==> src/rtl/mem_port_arbiter.sv <==
// Round-robin arbiter sharing one memory read/write port between the I-cache
// refill (requester 0) and the D-cache refill/write-through (requester 1).
// One transaction in flight, registered memory-side outputs, ready_mem watchdog.
`timescale 1ns/1ps

module mem_port_arbiter #(
    parameter int unsigned ADDR_W  = 32,
    parameter int unsigned DATA_W  = 32,
    parameter int unsigned TIMEOUT = 64
) (
    input  logic              clk,
    input  logic              reset,
    input  logic [1:0]        req,
    input  logic [1:0]        req_we,
    input  logic [ADDR_W-1:0] req_addr0,
    input  logic [ADDR_W-1:0] req_addr1,
    input  logic [DATA_W-1:0] req_wdata1,
    output logic [1:0]        grant,
    output logic [1:0]        done,
    output logic              err,
    output logic [DATA_W-1:0] rdata,
    output logic              re_mem,
    output logic              we_mem,
    output logic [ADDR_W-1:0] mem_addr,
    output logic [DATA_W-1:0] mem_wdata,
    input  logic [DATA_W-1:0] mem_rdata,
    input  logic              ready_mem
);

    localparam int unsigned      WdogW   = $clog2(TIMEOUT);
    localparam logic [WdogW-1:0] WdogMax = WdogW'(TIMEOUT - 1);

    typedef enum logic [1:0] {StIdle, StBusy, StDone} state_e;

    state_e            state_q, state_d;
    logic              rr_ptr_q, rr_ptr_d;
    logic [WdogW-1:0]  wdog_q, wdog_d;
    logic [1:0]        grant_d, done_d;
    logic              err_d, re_d, we_d;
    logic [ADDR_W-1:0] addr_d;
    logic [DATA_W-1:0] wdata_d, rdata_d;
    logic              owner;

    // Requester 0 only reads, so its write-enable bit is never consulted.
    logic unused_req_we0;
    assign unused_req_we0 = req_we[0];

    // Next-state and next-output logic; every register holds unless changed.
    always_comb begin
        state_d  = state_q;
        rr_ptr_d = rr_ptr_q;
        wdog_d   = wdog_q;
        grant_d  = grant;
        done_d   = done;
        err_d    = err;
        re_d     = re_mem;
        we_d     = we_mem;
        addr_d   = mem_addr;
        wdata_d  = mem_wdata;
        rdata_d  = rdata;
        // Both requesting: rr_ptr decides; otherwise the lone requester wins.
        owner    = (req == 2'b11) ? rr_ptr_q : req[1];

        unique case (state_q)
            StIdle: begin
                if (req != 2'b00) begin
                    grant_d = owner ? 2'b10 : 2'b01;
                    addr_d  = owner ? req_addr1 : req_addr0;
                    wdata_d = req_wdata1;
                    we_d    = owner & req_we[1];
                    re_d    = ~(owner & req_we[1]);
                    wdog_d  = '0;
                    state_d = StBusy;
                end
            end
            StBusy: begin
                if (ready_mem) begin
                    if (re_mem) begin
                        rdata_d = mem_rdata;
                    end
                    re_d    = 1'b0;
                    we_d    = 1'b0;
                    done_d  = grant;
                    state_d = StDone;
                end else if (wdog_q == WdogMax) begin
                    // Memory never answered: abort, rdata keeps its old value.
                    re_d    = 1'b0;
                    we_d    = 1'b0;
                    err_d   = 1'b1;
                    done_d  = grant;
                    state_d = StDone;
                end else begin
                    wdog_d = wdog_q + 1'b1;
                end
            end
            StDone: begin
                // Point the tie-breaker at whoever did not just finish.
                rr_ptr_d = ~grant[1];
                grant_d  = 2'b00;
                done_d   = 2'b00;
                err_d    = 1'b0;
                state_d  = StIdle;
            end
            default: state_d = StIdle;
        endcase
    end

    // State and registered outputs, asynchronously cleared by reset.
    always_ff @(posedge clk or posedge reset) begin
        if (reset) begin
            state_q   <= StIdle;
            rr_ptr_q  <= 1'b0;
            wdog_q    <= '0;
            grant     <= 2'b00;
            done      <= 2'b00;
            err       <= 1'b0;
            re_mem    <= 1'b0;
            we_mem    <= 1'b0;
            mem_addr  <= '0;
            mem_wdata <= '0;
            rdata     <= '0;
        end else begin
            state_q   <= state_d;
            rr_ptr_q  <= rr_ptr_d;
            wdog_q    <= wdog_d;
            grant     <= grant_d;
            done      <= done_d;
            err       <= err_d;
            re_mem    <= re_d;
            we_mem    <= we_d;
            mem_addr  <= addr_d;
            mem_wdata <= wdata_d;
            rdata     <= rdata_d;
        end
    end

endmodule

==> config.mk <==
export PLATFORM = sky130hd
export DESIGN_NAME = mem_port_arbiter
export DESIGN_NICKNAME = d
export VERILOG_FILES = /design/src/rtl/mem_port_arbiter.sv
export SDC_FILE = /design/constraint.sdc
export NUM_CORES = 1
export LEC_CHECK = 0
export ABC_AREA = 0
export CAP_MARGIN = 20
export CORE_ASPECT_RATIO = 1.4
export CORE_MARGIN = 1
export CORE_UTILIZATION = 37
export CTS_BUF_LIST = sky130_fd_sc_hd__clkbuf_4 sky130_fd_sc_hd__clkbuf_8
export DETAILED_ROUTE_END_ITERATION = 8
export GPL_ROUTABILITY_DRIVEN = 0
export PLACE_DENSITY_LB_ADDON = 0.12
export SYNTH_ARGS = -nofsm -noshare
export SYNTH_HDL_FRONTEND = slang
export SYNTH_SLANG_ARGS = --single-unit
==> constraint.sdc <==
create_clock -name clk -period 3.3 [get_ports clk]
set_input_delay 0.33 -clock clk [delete_from_list [all_inputs] [get_ports clk]]
set_output_delay 0.33 -clock clk [all_outputs]
set_load 0.005 [all_outputs]
==> key figures <==
Outcome
  – Status: finished clean

STA
  – RSZ-0062 raised after global routing: false
  – Period minus WS final: between 2 and 2.5 ns
  – Final Max Slew Viols: 0
  – Hold_ws: about 0.4 ns
  – Worst slew pin tran: 0.738 ns
  – Fin. Hold Viols: 0
  – Final setup fails: 0
  – Setup WS post-layout: 1.10 ns
  – Worst Skew: 0.0173 ns
  – Final worst-path cycle share: 0.667
  – Fmax: 455 MHz
  – Setup TNS Final: 0 ns
  – Slew headroom: 0.508

Finish
  – Fraction of layout cells with a size suffix above 1: 0.172
  – # diodes: 0
  – Fin util: 0.613
  – Design area: 7320 um2
  – Synth-to-Final Area Change: 59.4%
  – Nets: 711

Detailed routing
  – Via count: 3702
  – DRT antenna net count: 0
  – DR pass1 iterations: 7
  – Vias/cell: 5.11
  – Initial DRC count: approximately 150
  – Routed WL: ~13000 um
  – Post-route DRC: 0
  – Routed length per instance: 17.6 um

Floorplan
  – Die H: 134 um
  – Initial Util: 0.385
  – Core Region: 11900 um2
  – DIE AREA: 12900 um2
  – Row cnt: between 40 and 50
  – Ports: 238
  – Die span in x: between 90 and 100 um

Clock tree
  – Total setup buffers inserted after CTS: 0
  – CTS Sinks: 112
  – Reg clk slew, reported paths: 0.11 ns
  – Clock Latency Late Sink: 0.37 ns
  – Root Driver: clkbuf_8
  – Max Buffers Root-to-Sink: 2
  – H-Tree Depth: 3
  – Num CTS Buffers: 9
  – Hold_buf cts: 0
  – CTS tree: done
  – PostCTS Resize Cnt: 0

Setup path
  – Reg2Reg Depth: 6
  – Critical Path End: done[1]
  – Setup crit start kind: flip-flop
  – RR Startpoint: state_q[1]
  – Crit Path Category: flip-flop to flip-flop
  – CP arrival: 2.46 ns
  – Critical path fanouts, max: 9
  – Required time worst endpoint: around 3.6 ns
  – Reg2reg end: done[1]
  – Setup slack, reg-to-reg: ~1.1 ns
  – Critical Path End Type: flip-flop
  – Critical Path Start: state_q[1]

Global route
  – Initial antenna violation count: 0
  – Total GRT Usage: 0.210
  – Gr ovfl total: 0
  – First-pass GRT wire length: 20300 um
  – Vias in the first global route: between 4000 and 5000
  – Largest net degree at the start of global routing: 62

Placed design
  – Dpl hpwl: 9620 um
  – Port Buf Inserts: 236
  – Dpl cell area: around 7100 um2
  – Pre-CTS WS: 1.05 ns

Pwr
  – PwrDens: 850 nW/um2
  – Static leakage: ~3.2 nW
  – Maximum VDD drop: about 0.44 mV

Synth
  – Mapped Nets: 475
  – Syn Area/Cell: 13.7 um2
  – Post-Syn Area: 4590 um2
  – Synth cell types: 40
  – Post-Syn Instances: around 340
  – Seq/Total Area, Yosys: 0.610
  – Synthesis Warnings: 0
  – Yosys reg bits: around 110

Run
  – Max Cap Viol: 0

Hold path
  – Hold WC Path Type: primary input to async pin
through the flow:
step	instances	power, W
final	724	0.00622
after global routing	724	0.00665
after CTS	724	0.00631
after detailed placement	708	0.00544
after global placement	708	0.00536
after floorplan	336	0.00368
power breakdown:
group	internal (W)	leakage, nW	total, W	switching (W)
clock network	0.000361	0.0982	0.000848	0.000487
registers	0.00202	1.36	0.00236	0.000343
logic	0.00192	1.73	0.00301	0.00109
total	0.00430	3.19	0.00622	0.00192
worst max-delay path, cell delays in order, from the launching register on:
cell      delay, ns
dfrtp_1        0.40
inv_1          0.09
ha_1           0.37
inv_1          0.23
a211oi_2       0.46
nand2b_1       0.21
mux2_2         0.34
cells by family after synthesis:
logic type                 synth area share
AOI/OAI and AO/OA                     0.122
DFF                                   0.610
adders and majority gates            0.0109
muxes                                 0.167
and+or+nand+nor                      0.0351
buffers and inverters                0.0553
worst min path at each step:
| stage | cells past startpoint | slack, ns | start | endpoint |
|---|---|---|---|---|
| 2_1_floorplan | 2 | 0.45 | req_addr1[18] | mem_addr[18] |
| 3_3_place_gp | 1 | 0.48 | mem_wdata[2] | mem_wdata[2] |
| 3_5_place_dp | 1 | 0.49 | mem_wdata[2] | mem_wdata[2] |
| 4_1_cts | 2 | 0.45 | reset | rdata[17] |
| 5_1_grt | 2 | 0.48 | reset | rdata[19] |
| 6_report | 2 | 0.41 | reset | rdata[19] |
layout make-up:
type	instances	area, um2
Tap cell	147	184
Fill cell	996	4620
Sequential cell	112	2800
Clock buffer	9	124
Clock inverter	7	78.8
Multi-Input combinational cell	165	1540
Inverter	40	153
Timing Repair Buffer	244	2430
layout by cell type, fill, tap and decap left out, drive strengths merged, types with 4 or more instances in the layout:
cell type and instances:
a21oi 6, a222oi 32, and3 4, buf 8
clkbuf 9, clkdlybuf4s50 236, dfrtp 112, ha 4
inv 43, mux2 68, nand2 4, nor2 8
o21ai 7
state kept, by name (all words and copies together) (netlist names):
register	count
wdog_q	6
rdata	32
err	1
re_mem	1
mem_wdata	32
rr_ptr_q	1
grant	2
done	2
we_mem	1
mem_addr	32
state_q	2
metal layers:
metal,up-vias,routed length (um),GRT usage
met2,149,6830,0.367
met3,33,923,0.0658
met1,1823,4420,0.221
met5,-,0,0
li1,1697,-,-
met4,0,547,0.105
cells in the mapped netlist:
cell       number  area share
dfrtp_1       112        0.61
mux2_2         67        0.16
inv_1          40       0.033
a222oi_1       32       0.070
buf_2          14       0.015
nor2_1          7      0.0057
a21oi_1         6      0.0065
o21ai_0         6      0.0065
and3_1          4      0.0054
buf_4           4      0.0065
ha_1            4       0.011
nand2_1         4      0.0033
nand2b_1        3      0.0041
nand3_1         3      0.0033
nor3_1          3      0.0033
a32o_1          2      0.0044
nor2b_1         2      0.0027
a211oi_2        1      0.0027
a211oi_4        1      0.0044
a21bo_2         1      0.0022
a21boi_0        1      0.0016
a21o_1          1      0.0016
a221o_1         1      0.0022
a22o_1          1      0.0019
a2bb2oi_1       1      0.0019
a311oi_1        1      0.0019
a31oi_1         1      0.0014
a41o_1          1      0.0022
a41oi_1         1      0.0019
and2_1          1      0.0014
clkbuf_1        1     0.00082
mux2_1          1      0.0025
nor2_2          1      0.0014
nor3b_2         1      0.0027
o211ai_1        1      0.0016
o21a_1          1      0.0016
o21ai_2         1      0.0019
o31ai_1         1      0.0016
o41ai_1         1      0.0019
or3b_2          1      0.0019
No activity file was read; power rests on OpenSTA's default activity.
